===== src/rtl/keyboard_ps2_decoder.sv =====
// PS/2 scan-code set 2 receiver: decodes make/break sequences into held-key levels.
// Define KBD_ALT_KEYS_EN to make A (1C) and D (23) alias the left/right arrows.
module keyboard_ps2_decoder #(
  parameter int FILTER_LEN     = 4,
  parameter int TIMEOUT_CYCLES = 50000
) (
  input  logic       clk,
  input  logic       resetN,
  input  logic       ps2_clk,
  input  logic       ps2_data,
  output logic       rightArrow,
  output logic       leftArrow,
  output logic       spaceBar,
  output logic       spacePress,
  output logic       code_valid,
  output logic [7:0] code_byte,
  output logic       frame_err
);

  localparam int FW = $clog2(FILTER_LEN + 1);
  localparam int TW = $clog2(TIMEOUT_CYCLES + 1);

  typedef enum logic [1:0] {IDLE, DATA, PARITY, STOP} state_t;

  logic          clk_s1_q, clk_s2_q, dat_s1_q, dat_s2_q;
  logic          filt_q, filt_d, fall_q, fall_d;
  logic [FW-1:0] fcnt_q, fcnt_d;
  state_t        state_q, state_d;
  logic [2:0]    bit_cnt_q, bit_cnt_d;
  logic [7:0]    shift_q, shift_d;
  logic          par_q, par_d;
  logic [TW-1:0] to_cnt_q, to_cnt_d;
  logic          ext_q, ext_d, brk_q, brk_d;
  logic          right_q, right_d, left_q, left_d, space_q, space_d;
  logic          a_q, a_d, d_q, d_d;
  logic          press_q, press_d, valid_q, valid_d, err_q, err_d;
  logic [7:0]    byte_q, byte_d;
  logic          good;

  always_comb begin
    filt_d    = filt_q;
    fcnt_d    = '0;
    state_d   = state_q;
    bit_cnt_d = bit_cnt_q;
    shift_d   = shift_q;
    par_d     = par_q;
    to_cnt_d  = TW'(TIMEOUT_CYCLES - 1);
    ext_d     = ext_q;
    brk_d     = brk_q;
    right_d   = right_q;
    left_d    = left_q;
    space_d   = space_q;
    a_d       = a_q;
    d_d       = d_q;
    press_d   = 1'b0;
    valid_d   = 1'b0;
    err_d     = 1'b0;
    byte_d    = byte_q;
    good      = 1'b0;

    // The filtered clock only flips after FILTER_LEN disagreeing samples in a row.
    if (clk_s2_q != filt_q) begin
      if (fcnt_q == FW'(FILTER_LEN - 1)) filt_d = clk_s2_q;
      else                               fcnt_d = fcnt_q + 1'b1;
    end
    fall_d = filt_q & ~filt_d;

    case (state_q)
      IDLE: if (fall_q && !dat_s2_q) begin
        state_d   = DATA;
        bit_cnt_d = '0;
      end
      DATA: if (fall_q) begin
        shift_d   = {dat_s2_q, shift_q[7:1]};
        bit_cnt_d = bit_cnt_q + 3'd1;
        if (bit_cnt_q == 3'd7) state_d = PARITY;
      end
      PARITY: if (fall_q) begin
        par_d   = dat_s2_q;
        state_d = STOP;
      end
      STOP: if (fall_q) begin
        state_d = IDLE;
        if (dat_s2_q && (^shift_q ^ par_q)) good  = 1'b1;
        else                                err_d = 1'b1;
      end
      default: state_d = IDLE;
    endcase

    if (state_q != IDLE && !fall_q) begin
      if (to_cnt_q == '0) begin
        state_d = IDLE;
        err_d   = 1'b1;
      end else begin
        to_cnt_d = to_cnt_q - 1'b1;
      end
    end

    if (err_d) begin
      ext_d = 1'b0;
      brk_d = 1'b0;
    end

    if (good) begin
      valid_d = 1'b1;
      byte_d  = shift_q;
      case (shift_q)
        8'hE0: ext_d = 1'b1;
        8'hF0: brk_d = 1'b1;
        default: begin
          ext_d = 1'b0;
          brk_d = 1'b0;
          if (ext_q && shift_q == 8'h74) right_d = !brk_q;
          if (ext_q && shift_q == 8'h6B) left_d  = !brk_q;
          if (!ext_q && shift_q == 8'h29) begin
            space_d = !brk_q;
            press_d = !brk_q && !space_q;
          end
`ifdef KBD_ALT_KEYS_EN
          if (!ext_q && shift_q == 8'h1C) a_d = !brk_q;
          if (!ext_q && shift_q == 8'h23) d_d = !brk_q;
`endif
        end
      endcase
    end
  end

  always_ff @(posedge clk or negedge resetN) begin
    if (!resetN) begin
      clk_s1_q  <= 1'b1;
      clk_s2_q  <= 1'b1;
      dat_s1_q  <= 1'b1;
      dat_s2_q  <= 1'b1;
      filt_q    <= 1'b1;
      fcnt_q    <= '0;
      fall_q    <= 1'b0;
      state_q   <= IDLE;
      bit_cnt_q <= '0;
      shift_q   <= '0;
      par_q     <= 1'b0;
      to_cnt_q  <= TW'(TIMEOUT_CYCLES - 1);
      ext_q     <= 1'b0;
      brk_q     <= 1'b0;
      right_q   <= 1'b0;
      left_q    <= 1'b0;
      space_q   <= 1'b0;
      a_q       <= 1'b0;
      d_q       <= 1'b0;
      press_q   <= 1'b0;
      valid_q   <= 1'b0;
      err_q     <= 1'b0;
      byte_q    <= 8'h00;
    end else begin
      clk_s1_q  <= ps2_clk;
      clk_s2_q  <= clk_s1_q;
      dat_s1_q  <= ps2_data;
      dat_s2_q  <= dat_s1_q;
      filt_q    <= filt_d;
      fcnt_q    <= fcnt_d;
      fall_q    <= fall_d;
      state_q   <= state_d;
      bit_cnt_q <= bit_cnt_d;
      shift_q   <= shift_d;
      par_q     <= par_d;
      to_cnt_q  <= to_cnt_d;
      ext_q     <= ext_d;
      brk_q     <= brk_d;
      right_q   <= right_d;
      left_q    <= left_d;
      space_q   <= space_d;
      a_q       <= a_d;
      d_q       <= d_d;
      press_q   <= press_d;
      valid_q   <= valid_d;
      err_q     <= err_d;
      byte_q    <= byte_d;
    end
  end

`ifdef KBD_ALT_KEYS_EN
  assign rightArrow = right_q | d_q;
  assign leftArrow  = left_q | a_q;
`else
  assign rightArrow = right_q;
  assign leftArrow  = left_q;
`endif
  assign spaceBar   = space_q;
  assign spacePress = press_q;
  assign code_valid = valid_q;
  assign code_byte  = byte_q;
  assign frame_err  = err_q;

endmodule

===== config.mk =====
export PLATFORM = sky130hd
export DESIGN_NAME = keyboard_ps2_decoder
export DESIGN_NICKNAME = d
export VERILOG_FILES = /design/src/rtl/keyboard_ps2_decoder.sv
export SDC_FILE = /design/constraint.sdc
export NUM_CORES = 1
export LEC_CHECK = 0
export ABC_AREA = 1
export CORE_MARGIN = 1
export CORE_UTILIZATION = 60
export CTS_CLUSTER_SIZE = 28
export DETAILED_ROUTE_END_ITERATION = 7
export MAX_ROUTING_LAYER = met4
export PLACE_DENSITY = 0.87
export SLEW_MARGIN = 20
export SYNTH_ARGS = -nofsm -noshare
export SYNTH_HDL_FRONTEND = slang
export SYNTH_SLANG_ARGS = --single-unit

===== constraint.sdc =====
create_clock -name clk -period 3.62 [get_ports clk]
set_clock_uncertainty 0.15 [all_clocks]
set_input_delay 0.724 -clock clk [delete_from_list [all_inputs] [get_ports clk]]
set_output_delay 0.724 -clock clk [all_outputs]
set_load 0.02 [all_outputs]

; Yosys cells after proc, flatten, opt, wreduce, memory -nomap -nowiden
; Index checks and enable logic that the tools add are counted.
[totals]
out_inout_bits = 14
regBits = 55
inputBits = 4
wordCells = 100
[classes]
reduce_logical = 24
n_eq_ne = 13
add_sub_neg = 3
bitwise = 4
muxes = 35
[ops]
columns = operator, count
row1 = $mux W16, 2
row2 = $mux W1, 18
row3 = $eq A8 B7 Y1 const B, 2
row4 = $eq A8 B8 Y1 const B, 2
row5 = $logic_not A16 Y1, 1
row6 = $sub A16 B1 Y16 const B, 1
row7 = $mux W2, 7
row8 = $mux W3, 4
row9 = $reduce_and A3 Y1, 4
row10 = $eq A8 B6 Y1 const B, 1
row11 = $pmux W2 S4, 1
row12 = $reduce_xor A8 Y1, 1
row13 = $logic_and A1 B1 Y1, 7
row14 = $add A3 B1 Y3 const B, 2
row15 = $pmux W3 S2, 1
row16 = $logic_not A1 Y1, 5
row17 = $eq A2 B2 Y1 const B, 2
row18 = $ne A2 B2 Y1 const B, 2
row19 = $pmux W1 S2, 2
row20 = $reduce_and A2 Y1, 2
row21 = $reduce_bool A2 Y1, 2
row22 = $eq A3 B2 Y1 const B, 1
row23 = $eq A3 B3 Y1 const B, 1
row24 = $eq A2 B1 Y1 const B, 1
row25 = other kinds (6), 7

; Depth between registers and ports, before layout
[logic_depth]
depth_word = 11
depth_mapped = 14
ltp_nobuf = 14

; Worst setup path before layout
; Ideal clock, no wire load.
[synth_timing]
kind = register to register
start = register shift_q[6]
end = register space_q, in the netlist spaceBar
t_required_ps = 3353
synth_period_minus_slack_ps = 1823
n_path_buf = 0
arrival_time_ps = 1556
path_stages_with_launch = 15
setup_time_ps = 117
setup_slack_ps = 1797
path_cell_list = dfrtp_1 -> inv_1 -> ha_1 -> inv_1 -> nand2_1 -> nand2_1 -> nand2_1 -> nand2_1 -> nand2_1 -> nand2_2 -> nand3_4 -> nor2_8 -> nand2_1 -> nand2_1 -> nand2_1
[synth_between]
elab_chain_len = 7
word_cells_on_any_way = 13
classes_between = eq/ne (3) / mux (3) / bitwise (2) / reduce/logical (5)
[synth_rtl]
columns = item, line
row1 = start: declaration, 30  ; logic [7:0] shift_q, shift_d;
row2 = start signal: assignment, 163  ; shift_q <= shift_d;
row3 = $reduce_xor A8 Y1, 84  ; if (dat_s2_q && (^shift_q ^ par_q)) good = 1'b1;
row4 = $xor A1 B1 Y1, 84
row5 = $logic_and A1 B1 Y1, 84
row6 = $mux W1, 84
row7 = $mux W1, 82  ; STOP: if (fall_q) begin
row8 = $mux W1, 68  ; case (state_q)
row9 = $reduce_and A3 Y1 (no line) *, --
row10 = end signal: assignment, 170  ; space_q <= space_d;
row11 = end: declaration, 34  ; logic right_q, right_d, left_q, left_d, space_q, space_d;
; Every way passes the cells marked *; elsewhere a longest branch is shown, timed or not.
; A chain may end at the register's enable or synchronous reset.

; Final worst setup path
[layout_timing]
start = register space_q, in the netlist spaceBar
end = output spaceBar
[layout_lines]
columns = item, line
row1 = end: declaration, 13  ; output logic spaceBar,
; No word-level cell between the ends.

==> results by group <==
Timing
  – RSZ-0062 raised after global routing: false
  – Slew Viols, Final: 0
  – Period minus WS final: 2.20 ns
  – Slew at the pin closest to its max-slew limit: 0.924 ns
  – Final Setup Violations: 0
  – Setup TNS: 0 ns
  – Final Hold Viols: 0
  – Slew Limit Headroom: 0.382
  – Fmax: ~450 MHz
  – Final period util: 0.608
  – Setup WS post-layout: about 1.4 ns

Global route
  – Initial antenna violation count: 0
  – Vias in the first global route: roughly 1800
  – First-pass GRT wire length: ~7500 um
  – Total track usage: 0.225
  – GRT overflow: 0
  – Largest net degree at the start of global routing: 22

Layout
  – Most frequent cells in the layout: nand2_1 (64), dfrtp_1 (41), inv_1 (34), nor2_1 (33), clkdlybuf4s50_1 (16)
  – Register Area: 1390 um2
  – Fin area: 3010 um2
  – Multi-input combinational cell area: about 1100 um2
  – Layout Nets: about 330
  – Commonest non-fill, non-tap cell in the layout: nand2_1
  – Layout area overhead: 11.9%
  – Share of layout cells above drive strength 1: 0.178
  – N_diodes: 0
  – # fillers: between 300 and 400

Critical path
  – RR Startpoint: shift_q[6]
  – Startpoint types: register
  – CP required: 2.75 ns
  – CP startpoint: spaceBar
  – R2r worst-path depth: 14
  – Worst EP arrival: 1.33 ns
  – Largest stage delay, worst path: just over 0.6 ns
  – Bufs and invs on worst path: 1
  – Crit-path cells: clkdlybuf4s50_1
  – Crit. End Element: primary output
  – Worst-path fanout max: 3
  – Number of cells on the critical path: 1
  – Crit Path Class: reg2out
  – Max stage delay cell, worst path: clkdlybuf4s50_1
  – Critical path's top delay family: buffers and inverters

Logic synthesis
  – Post-Synth Adder-Cell Area: 0.0698
  – Largest family of logic cells by synthesized area: simple AND/OR/NAND/NOR gates
  – Mapped cell area: 2690 um2
  – Post-synthesis mux area share: 0
  – Ys flop type: dfrtp_1
  – Seq cells post-synth: 55
  – Synth Area in Compound Gates: 0.0661
  – Area share of and/or/nand/nor cells after synthesis: 0.255
  – Register area share after synthesis: 0.518
  – Post-synth ARST share: 1.00
  – Gate count of the mapped netlist: between 200 and 300
  – Synth Net Count: approximately 300
  – Xor/xnor share of the synthesized area: 0.0293
  – Mean Syn Cell Area: 9.27 um2
  – Synth cell types: 33
  – Syn. warnings: 0
  – Number of synthesized flops with an enable pin: 0

Power and ir drop
  – Internal: 1110 uW
  – Leak: between 0.001 and 0.0015 uW
  – Sw Share: 0.376
  – Sw Pwr: 672 uW
  – Clock power frac: 0.200
  – Pwr per Cell Area: about 600 nW/um2
  – Flop pwr share: 0.462
  – Peak VDD IR: 0.416 mV
  – Comb power frac: 0.338

Clock tree
  – Clock Tree Buf Depth: 2
  – H-tree depth: 2
  – Post-CTS Hold Buffers: 0
  – Skew-Pair Late Insertion Delay: ~0.31 ns
  – Post-CTS setup buffers: 0
  – CTS tree: built
  – # resized after CTS: 0
  – Num CTS Buffers: 5
  – Worst-path clk slew: 0.09 ns
  – Sink Count: 55
  – Clock Root Buffer: clkbuf_8

Floorplanning
  – Die span in y: about 70 um
  – Die area: between 4000 and 5000 um2
  – Die W: 68.9 um
  – IO Pins: 18
  – Initial Util: 0.649
  – Row count: 23
  – Core area: approximately 4100 um2

Placement
  – GP Congestion: between 0.8 and 0.9
  – DP Area: 2910 um2
  – Post-placement setup slack: 1.46 ns
  – Detail Placement HPWL: 3280 um
  – PortBufs: 17

Hold path
  – HP Class: in2async

Routing
  – # DRC: 0
  – Final ANT Viol Nets: 0
  – TritonRoute pass-1 iters: 4
  – Via count: about 1900
  – DR vias/cell: about 5.2
  – WL final: ~4500 um
  – DR WL/cell: approximately 12 um
  – Drt initial violations: 76

Run
  – Max cap viols: 0

Outcome
  – Status: finished, final reports clean
power groups by stage:
stage | Clock (uW) | Combinational, uW | Sequential (uW)
2_1_floorplan | 0 | 475 | 809
3_3_place_gp | 0 | 565 | 823
3_5_place_dp | 0 | 603 | 831
4_1_cts | 367 | 609 | 823
5_1_grt | 389 | 695 | 838
6_report | 357 | 603 | 825
registers in the layout, summed over array words and instances (netlist names):
| name | flops |
|---|---|
| filt_q | 1 |
| shift_q | 8 |
| fcnt_q | 3 |
| leftArrow | 1 |
| par_q | 1 |
| spaceBar | 1 |
| state_q | 2 |
| code_byte | 8 |
| code_valid | 1 |
| to_cnt_q | 16 |
| frame_err | 1 |
| fall_q | 1 |
| dat_s2_q | 1 |
| bit_cnt_q | 3 |
| brk_q | 1 |
| clk_s1_q | 1 |
| rightArrow | 1 |
| spacePress | 1 |
| ext_q | 1 |
| clk_s2_q | 1 |
| dat_s1_q | 1 |
synth_stat cells, types with 2 or more instances:
| cell | count | share of area |
|---|---|---|
| a21oi_1 | 4 | 0.0074 |
| dfrtp_1 | 41 | 0.38 |
| dfstp_2 | 14 | 0.14 |
| ha_1 | 15 | 0.070 |
| inv_1 | 34 | 0.047 |
| inv_2 | 4 | 0.0056 |
| nand2_1 | 64 | 0.089 |
| nand2_2 | 3 | 0.0070 |
| nand3_1 | 13 | 0.024 |
| nand3_2 | 3 | 0.011 |
| nand4_1 | 4 | 0.0093 |
| nor2_1 | 33 | 0.046 |
| nor2_2 | 7 | 0.016 |
| nor3_1 | 4 | 0.0074 |
| o21ai_0 | 13 | 0.024 |
| o21ai_2 | 8 | 0.026 |
| o31ai_1 | 2 | 0.0056 |
| or2_2 | 2 | 0.0047 |
| xnor2_1 | 2 | 0.0065 |
| xor2_1 | 7 | 0.023 |
routing by layer:
metal / global-route usage / up-vias / part of all wire
met3: 0.0559 / 8 / 0.037
li1: - / 956 / -
met4: 0.0714 / 0 / 0.017
met2: 0.348 / 32 / 0.46
met5: - / - / 0
met1: 0.290 / 910 / 0.48
per-stage QoR:
| stage | instances | util | total power [uW] | hold WS (ns) |
|---|---|---|---|---|
| floorplan | 290 | - | 1280 | 0.195 |
| global placement | 356 | 0.702 | 1390 | 0.197 |
| detailed placement | 356 | 0.702 | 1430 | 0.199 |
| CTS | 364 | 0.726 | 1800 | 0.193 |
| global route | 364 | 0.726 | 1920 | 0.212 |
| finish | 364 | 0.726 | 1790 | 0.183 |
layout make-up:
cell class	count	area share
inverters	38	0.0474
repair buffers	19	0.0599
multi-input cells	194	0.375
flip-flops and latches	55	0.463
clock buffers	8	0.0333
well taps	50	0.0208
logic make-up (layout without fill, tap and decap cells):
family          count (synthesis)  after routing
compound gates                 28             28
xor+xnor                        9              9
fa+ha+maj                      15             15
buf+inv                        41             65
flops                          55             55
simple gates                  142            142
path summary, 6_finish.rpt:
path	endpoint	slack, ns
worst min register to register	dat_s2_q	0.21
max in group asynchronous	dat_s2_q	2.47
worst min-delay path	to_cnt_q[10]	0.18
worst max register to register	rightArrow	1.45
min in group clk	dat_s2_q	0.21
worst max-delay path	spaceBar	1.42
No activity file was read; power rests on OpenSTA's default activity.
